==> src/rtl/m3_stepseq.sv <==
`default_nettype none
// ============================================================================
//  Module      : m3_stepseq
//  Description : Commutation step sequencer for the 3-phase motor path.
//                Align phase, ramped run with hold rounds, graceful braking,
//                bidirectional stepping, step and round strobes.
//  Revision    : 1.0 - initial release
// ============================================================================
module m3_stepseq #(
    parameter int STEPS      = 12,
    parameter int STEP_W     = 4,
    parameter int PERIOD_W   = 22,
    parameter int PERIOD_MAX = 4000000,
    parameter int PERIOD_MIN = 40,
    parameter int ACC_SHIFT  = 4,
    parameter int ROUND_HOLD = 3
) (
    input  logic                clkI,
    input  logic                rstI,
    input  logic                startI,
    input  logic                forceStopI,
    input  logic                invRotateI,
    input  logic                speedINCi,
    input  logic                speedDECi,
    output logic [STEP_W-1:0]   stepO,
    output logic                stepStbO,
    output logic                roundStbO,
    output logic [PERIOD_W-1:0] periodO,
    output logic [1:0]          stateO,
    output logic                workingO,
    output logic                dirO
);

    localparam int c_HOLD_W = (ROUND_HOLD < 1) ? 1 : $clog2(ROUND_HOLD + 1);

    localparam logic [1:0] c_ST_IDLE  = 2'd0;
    localparam logic [1:0] c_ST_ALIGN = 2'd1;
    localparam logic [1:0] c_ST_RUN   = 2'd2;
    localparam logic [1:0] c_ST_BRAKE = 2'd3;

    localparam logic [PERIOD_W-1:0] c_PMAX = PERIOD_W'(PERIOD_MAX);
    localparam logic [PERIOD_W-1:0] c_PMIN = PERIOD_W'(PERIOD_MIN);
    localparam logic [PERIOD_W-1:0] c_ONE  = PERIOD_W'(1);
    localparam logic [STEP_W-1:0]   c_LAST = STEP_W'(STEPS - 1);
    localparam logic [STEP_W-1:0]   c_SONE = STEP_W'(1);
    localparam logic [c_HOLD_W-1:0] c_HOLD = c_HOLD_W'(ROUND_HOLD);
    localparam logic [c_HOLD_W-1:0] c_HONE = c_HOLD_W'(1);

    logic [1:0]          r_state,   w_stateN;
    logic [STEP_W-1:0]   r_step,    w_stepN;
    logic [PERIOD_W-1:0] r_period,  w_periodN;
    logic [PERIOD_W-1:0] r_remain,  w_remainN;
    logic [c_HOLD_W-1:0] r_holdCnt, w_holdN;
    logic                r_lastDec, w_lastDecN;   // 1 = last request was DEC
    logic                r_dir,     w_dirN;

    logic                w_tick;
    logic                w_atEnd;
    logic                w_bnd;
    logic [STEP_W-1:0]   w_stepAdv;
    logic [PERIOD_W:0]   w_delta;
    logic [PERIOD_W:0]   w_sumUp;
    logic [PERIOD_W:0]   w_diffDn;
    logic [PERIOD_W-1:0] w_slower;
    logic [PERIOD_W-1:0] w_faster;

    // Step timer expiry, step successor and round-boundary detection
    always_comb begin
        w_tick    = (r_state != c_ST_IDLE) && (r_remain == c_ONE);
        w_atEnd   = r_dir ? (r_step == '0) : (r_step == c_LAST);
        w_stepAdv = r_dir ? ((r_step == '0) ? c_LAST : r_step - c_SONE)
                          : ((r_step == c_LAST) ? '0 : r_step + c_SONE);
        w_bnd     = w_tick && w_atEnd &&
                    ((r_state == c_ST_RUN) || (r_state == c_ST_BRAKE));
    end

    // Clamped slower/faster candidate periods, one bit wider than the period
    always_comb begin
        w_delta = {1'b0, r_period >> ACC_SHIFT};
        if (w_delta == '0) begin
            w_delta = {{PERIOD_W{1'b0}}, 1'b1};
        end
        w_sumUp  = {1'b0, r_period} + w_delta;
        w_diffDn = {1'b0, r_period} - w_delta;
        w_slower = (w_sumUp > {1'b0, c_PMAX}) ? c_PMAX : w_sumUp[PERIOD_W-1:0];
        w_faster = (w_diffDn[PERIOD_W] || (w_diffDn < {1'b0, c_PMIN}))
                   ? c_PMIN : w_diffDn[PERIOD_W-1:0];
    end

    // Next-state and datapath update for the sequencer
    always_comb begin
        w_stateN   = r_state;
        w_stepN    = r_step;
        w_periodN  = r_period;
        w_remainN  = r_remain;
        w_holdN    = r_holdCnt;
        w_lastDecN = r_lastDec;
        w_dirN     = r_dir;
        if (forceStopI) begin
            w_stateN   = c_ST_IDLE;
            w_stepN    = '0;
            w_periodN  = c_PMAX;
            w_remainN  = c_PMAX;
            w_holdN    = c_HOLD;
            w_lastDecN = 1'b0;
        end else begin
            if (r_state != c_ST_IDLE) begin
                w_remainN = r_remain - c_ONE;
                if (w_tick) begin
                    w_stepN = w_stepAdv;
                end
            end
            case (r_state)
                c_ST_IDLE: begin
                    if (startI) begin
                        w_stateN  = c_ST_ALIGN;
                        w_remainN = c_PMAX;
                        w_dirN    = invRotateI;
                    end
                end
                c_ST_ALIGN: begin
                    if (w_tick) begin
                        w_stateN = c_ST_RUN;
                    end
                end
                c_ST_RUN: begin
                    if (w_bnd) begin
                        // Direction may only flip while at standstill speed
                        if (r_period == c_PMAX) begin
                            w_dirN = invRotateI;
                        end
                        if (speedINCi) begin
                            if (r_lastDec) begin
                                w_lastDecN = 1'b0;
                                w_holdN    = c_HOLD;
                            end else if (r_holdCnt != '0) begin
                                w_holdN = r_holdCnt - c_HONE;
                            end else begin
                                w_holdN   = c_HOLD;
                                w_periodN = w_faster;
                            end
                        end else if (speedDECi) begin
                            if (!r_lastDec) begin
                                w_lastDecN = 1'b1;
                                w_holdN    = c_HOLD;
                            end else if (r_holdCnt != '0) begin
                                w_holdN = r_holdCnt - c_HONE;
                            end else begin
                                w_holdN   = c_HOLD;
                                w_periodN = w_slower;
                            end
                        end else begin
                            w_holdN = c_HOLD;
                        end
                    end
                    if (!startI) begin
                        w_stateN = c_ST_BRAKE;
                    end
                end
                c_ST_BRAKE: begin
                    if (startI) begin
                        w_stateN = c_ST_RUN;
                        w_holdN  = c_HOLD;
                    end else if (w_bnd) begin
                        w_periodN = w_slower;
                        if (w_slower == c_PMAX) begin
                            w_stateN = c_ST_IDLE;
                            w_stepN  = '0;
                        end
                    end
                end
                default: begin
                    w_stateN = c_ST_IDLE;
                end
            endcase
            // A fresh step always runs for the period written this same cycle
            if (w_tick) begin
                w_remainN = w_periodN;
            end
        end
    end

    // State and datapath registers
    always_ff @(posedge clkI or posedge rstI) begin
        if (rstI) begin
            r_state   <= c_ST_IDLE;
            r_step    <= '0;
            r_period  <= c_PMAX;
            r_remain  <= c_PMAX;
            r_holdCnt <= c_HOLD;
            r_lastDec <= 1'b0;
            r_dir     <= 1'b0;
        end else begin
            r_state   <= w_stateN;
            r_step    <= w_stepN;
            r_period  <= w_periodN;
            r_remain  <= w_remainN;
            r_holdCnt <= w_holdN;
            r_lastDec <= w_lastDecN;
            r_dir     <= w_dirN;
        end
    end

    assign stepStbO  = w_tick & ~forceStopI;
    assign roundStbO = w_bnd & ~forceStopI;
    assign stepO     = r_step;
    assign periodO   = r_period;
    assign stateO    = r_state;
    assign workingO  = (r_state != c_ST_IDLE);
    assign dirO      = r_dir;

endmodule
`default_nettype wire

==> config.mk <==
export PLATFORM = sky130hd
export DESIGN_NAME = m3_stepseq
export DESIGN_NICKNAME = d
export VERILOG_FILES = /design/src/rtl/m3_stepseq.sv
export SDC_FILE = /design/constraint.sdc
export NUM_CORES = 1
export LEC_CHECK = 0
export CORE_MARGIN = 2
export CORE_UTILIZATION = 50
export DETAILED_ROUTE_END_ITERATION = 7
export GPL_TIMING_DRIVEN = 0
export PLACE_DENSITY = 0.69
export SYNTH_ARGS = -nofsm -noshare
export SYNTH_HDL_FRONTEND = slang
export SYNTH_SLANG_ARGS = --single-unit
export TNS_END_PERCENT = 1
==> constraint.sdc <==
create_clock -name clkI -period 7.09 [get_ports clkI]
set_input_delay 0.709 -clock clkI [delete_from_list [all_inputs] [get_ports clkI]]
set_output_delay 0.709 -clock clkI [all_outputs]
set_load 0.01 [all_outputs]
==> metrics <==
Cells after Synth 919; Inserted Clock Buffers 5; vias per cell 6.721; Clock Tree Buf Depth 2; commonest non-fill, non-tap cell in the layout nor2_1; Yosys Warn Count 0; Placer Congestion 1.037; Worst Path Max Fanout 10; initial core utilization 51.23%; Placeable Area 0.01330 mm^2; Syn Area/Cell 7.412 um^2; CP arrival 6.90 ns; GRT Overall Usage 33.98%; post-route insts no fill 1142; vias in the first global route 6882; R2R Setup Slk 0.33 ns; unrepaired setup endpoints after global routing false; total grt overflow 0; P per Cell Area 129.1 mW/mm^2; TritonCTS clock tree done; CP endpoint kind register; final worst setup slack 0.3321 ns; worst r2r src periodO[18]; Hold Path Class reg -> reg; clk sink count 54; synth unique cells 86; H-tree depth 2; Post-CTS Resized 0; fin nets 1022; Yosys reg bits 54; CP startpoint periodO[18]; Worst Path Required 7.23 ns; MaxCap Viol Count 0; total iterations of the first detailed-routing run 5; post-CTS setup buffers 0; Rows 42; FF-to-FF End r_remain[1]; commonest non-fill, non-tap cells in the layout nor2_1, a21oi_1, nand2_1, clkbuf_1, o21ai_0; Worst-Skew Late Latency 0.29 ns; sequential-to-total area share from yosys stat 20.13%; initial antenna violation count 0; wire per inst 21.51 um; Rel. slew slack 8.921%; Finish-stage setup viols 0; Worst Reg-to-Reg Cells 19; die width 120.7 um; outcome finished clean; port bufs 38; TNS Setup 0 ns; worst ir drop on vdd 0.1426 mV; top_reg_cell synth dfrtp_1; Mapped Nets 976; crit path launch type register; clock slew at reported path FFs 0.07 ns; post-route clock period utilization 95.32%; min Tclk post-route 6.758 ns; Area growth syn-to-layout 11.55%; placement-stage worst setup slack 0.6732 ns; DR vias 7675; Antenna Nets Post-Route 0; CP endpoint r_remain[1]; post-DP HPWL 19.05 mm; first-pass GRT wire length 38.64 mm; hold slack final 0.5100 ns; cell total after placement 1134; Die ar. 0.01457 mm^2; hold_buf cts 0; DR iter-0 viols 1162; Ant. Diodes 0; Setup Skew 0.003580 ns; chip height 120.7 um; Final Max Slew Viols 0; final hold violations 0; mapped cell area 0.006812 mm^2; drc violations 0; async set or reset register ratio after synthesis 100.0%; EDFF count, synth 0; fmax 148.0 MHz; largest net degree at the start of global routing 41; Pleak 0.002954 uW; Util after Layout 57.15%; Clk Tree Root Cell clkbuf_16; share of layout cells above drive strength 1 6.004%; Ports 39; Crit Path Class reg -> reg; Detailed Route WL 24.57 mm; Slew @ Worst Pin 1.356 ns; Fillers 1330
metrics by stage:
stage / total power [uW] / instance area [um^2]
6_report: 981.0 / 7599
5_1_grt: 1027 / 7599
4_1_cts: 974.0 / 7599
3_5_place_dp: 696.1 / 7432
3_3_place_gp: 691.9 / 7412
2_1_floorplan: 590.5 / 6812
cells in the mapped netlist, drive strengths merged, types with 4 or more instances:
| cell | number | area, um^2 |
|---|---|---|
| ha | 48 | 600.6 |
| a221oi | 18 | 157.7 |
| o21ai | 57 | 285.3 |
| nor3b | 4 | 30.03 |
| a211oi | 28 | 225.2 |
| nand3 | 22 | 110.1 |
| a2111oi | 5 | 43.79 |
| o22ai | 6 | 37.54 |
| or4 | 12 | 93.84 |
| a21o | 12 | 90.09 |
| mux2i | 4 | 40.04 |
| inv | 48 | 180.2 |
| o21bai | 7 | 52.55 |
| and2 | 9 | 56.30 |
| nand4b | 4 | 35.03 |
| clkbuf | 53 | 198.9 |
| xnor2 | 29 | 254.0 |
| o211a | 6 | 60.06 |
| nand2 | 63 | 236.5 |
| dfrtp | 38 | 950.9 |
| nand2b | 18 | 112.6 |
| o221ai | 5 | 43.79 |
| nand4 | 7 | 43.79 |
| and3 | 14 | 87.58 |
| o311a | 7 | 70.07 |
| o31ai | 7 | 52.55 |
| or3 | 8 | 50.05 |
| xor2 | 8 | 70.07 |
| nor4 | 19 | 125.1 |
| dfstp | 16 | 420.4 |
| nor3 | 51 | 260.3 |
| o311ai | 6 | 52.55 |
| a22oi | 4 | 30.03 |
| a21oi | 66 | 330.3 |
| o211ai | 20 | 150.1 |
| o31a | 4 | 35.03 |
| o21a | 11 | 82.58 |
| nor2b | 12 | 75.07 |
| or2 | 6 | 37.54 |
| buf | 16 | 93.83 |
| nor2 | 84 | 315.3 |
| nor4b | 6 | 52.55 |
critical path: stages, from the launching register on:
cell and delay (ns):
dfstp_2 0.53, clkbuf_1 0.37, clkbuf_1 0.54, nor4_1 0.24
nand4_1 0.16, o21bai_1 0.12, ha_1 0.24, fa_1 0.41
nand2b_1 0.20, a21bo_2 0.23, a211oi_2 0.41, nor4b_1 0.11
a211oi_1 0.45, or4b_1 0.50, nor4_2 0.48, nor2_1 0.21
and3_1 0.26, clkbuf_1 0.24, a221oi_1 0.71, a211oi_1 0.19
state kept, by name, summed over array words and instances (netlist names):
name	cells
r_remain	22
stepO	4
stateO	2
r_lastDec	1
r_holdCnt	2
dirO	1
periodO	22
cell type report:
cell class / count / area (um^2) / area share, %
multi-input combinational: 746 / 4960 / 65.27
tap: 176 / 220.2 / 2.898
inverter: 50 / 187.7 / 2.470
clock buffer: 6 / 128.9 / 1.696
sequential: 54 / 1371 / 18.05
timing repair buffer: 39 / 400.4 / 5.269
buffer: 69 / 292.8 / 3.853
clock inverter: 2 / 37.54 / 0.4940
report_power, final:
part           leakage (uW)  internal (uW)  switching [uW]  total, uW
Sequential         0.000689            325            21.1        346
Combinational       0.00219            133             222        356
Clock             0.0000771            167             112        279
Total               0.00295            625             356        981
kinds of logic (layout without fill, tap and decap cells):
group,count (synthesis),in the layout,share of synthesized area (%)
compound gates,302,302,30.81
xor+xnor,37,37,4.758
fa+ha+maj,50,50,9.405
buf+inv,119,166,7.053
flops,54,54,20.13
mux,6,6,0.9184
simple gates,351,351,26.93
routing by layer:
layer,up-vias,global-route usage [%],part of all wire (%)
met5,-,0,0
met4,0,13.59,4.5
met3,101,6.698,11
met2,480,49.22,41
met1,3568,49.25,44
li1,3526,-,-
worst min path at each step:
stage | startpoint | end | slack, ns | depth (start not counted)
after floorplan | r_holdCnt[1] | r_holdCnt[1] | 0.45 | 2
after global placement | r_holdCnt[1] | r_holdCnt[1] | 0.47 | 2
after detailed placement | r_holdCnt[1] | r_holdCnt[1] | 0.47 | 2
after CTS | r_holdCnt[0] | r_holdCnt[0] | 0.51 | 2
after global routing | r_holdCnt[0] | r_holdCnt[0] | 0.53 | 2
final | r_holdCnt[0] | r_holdCnt[0] | 0.51 | 2
No activity file was read; power rests on OpenSTA's default activity.
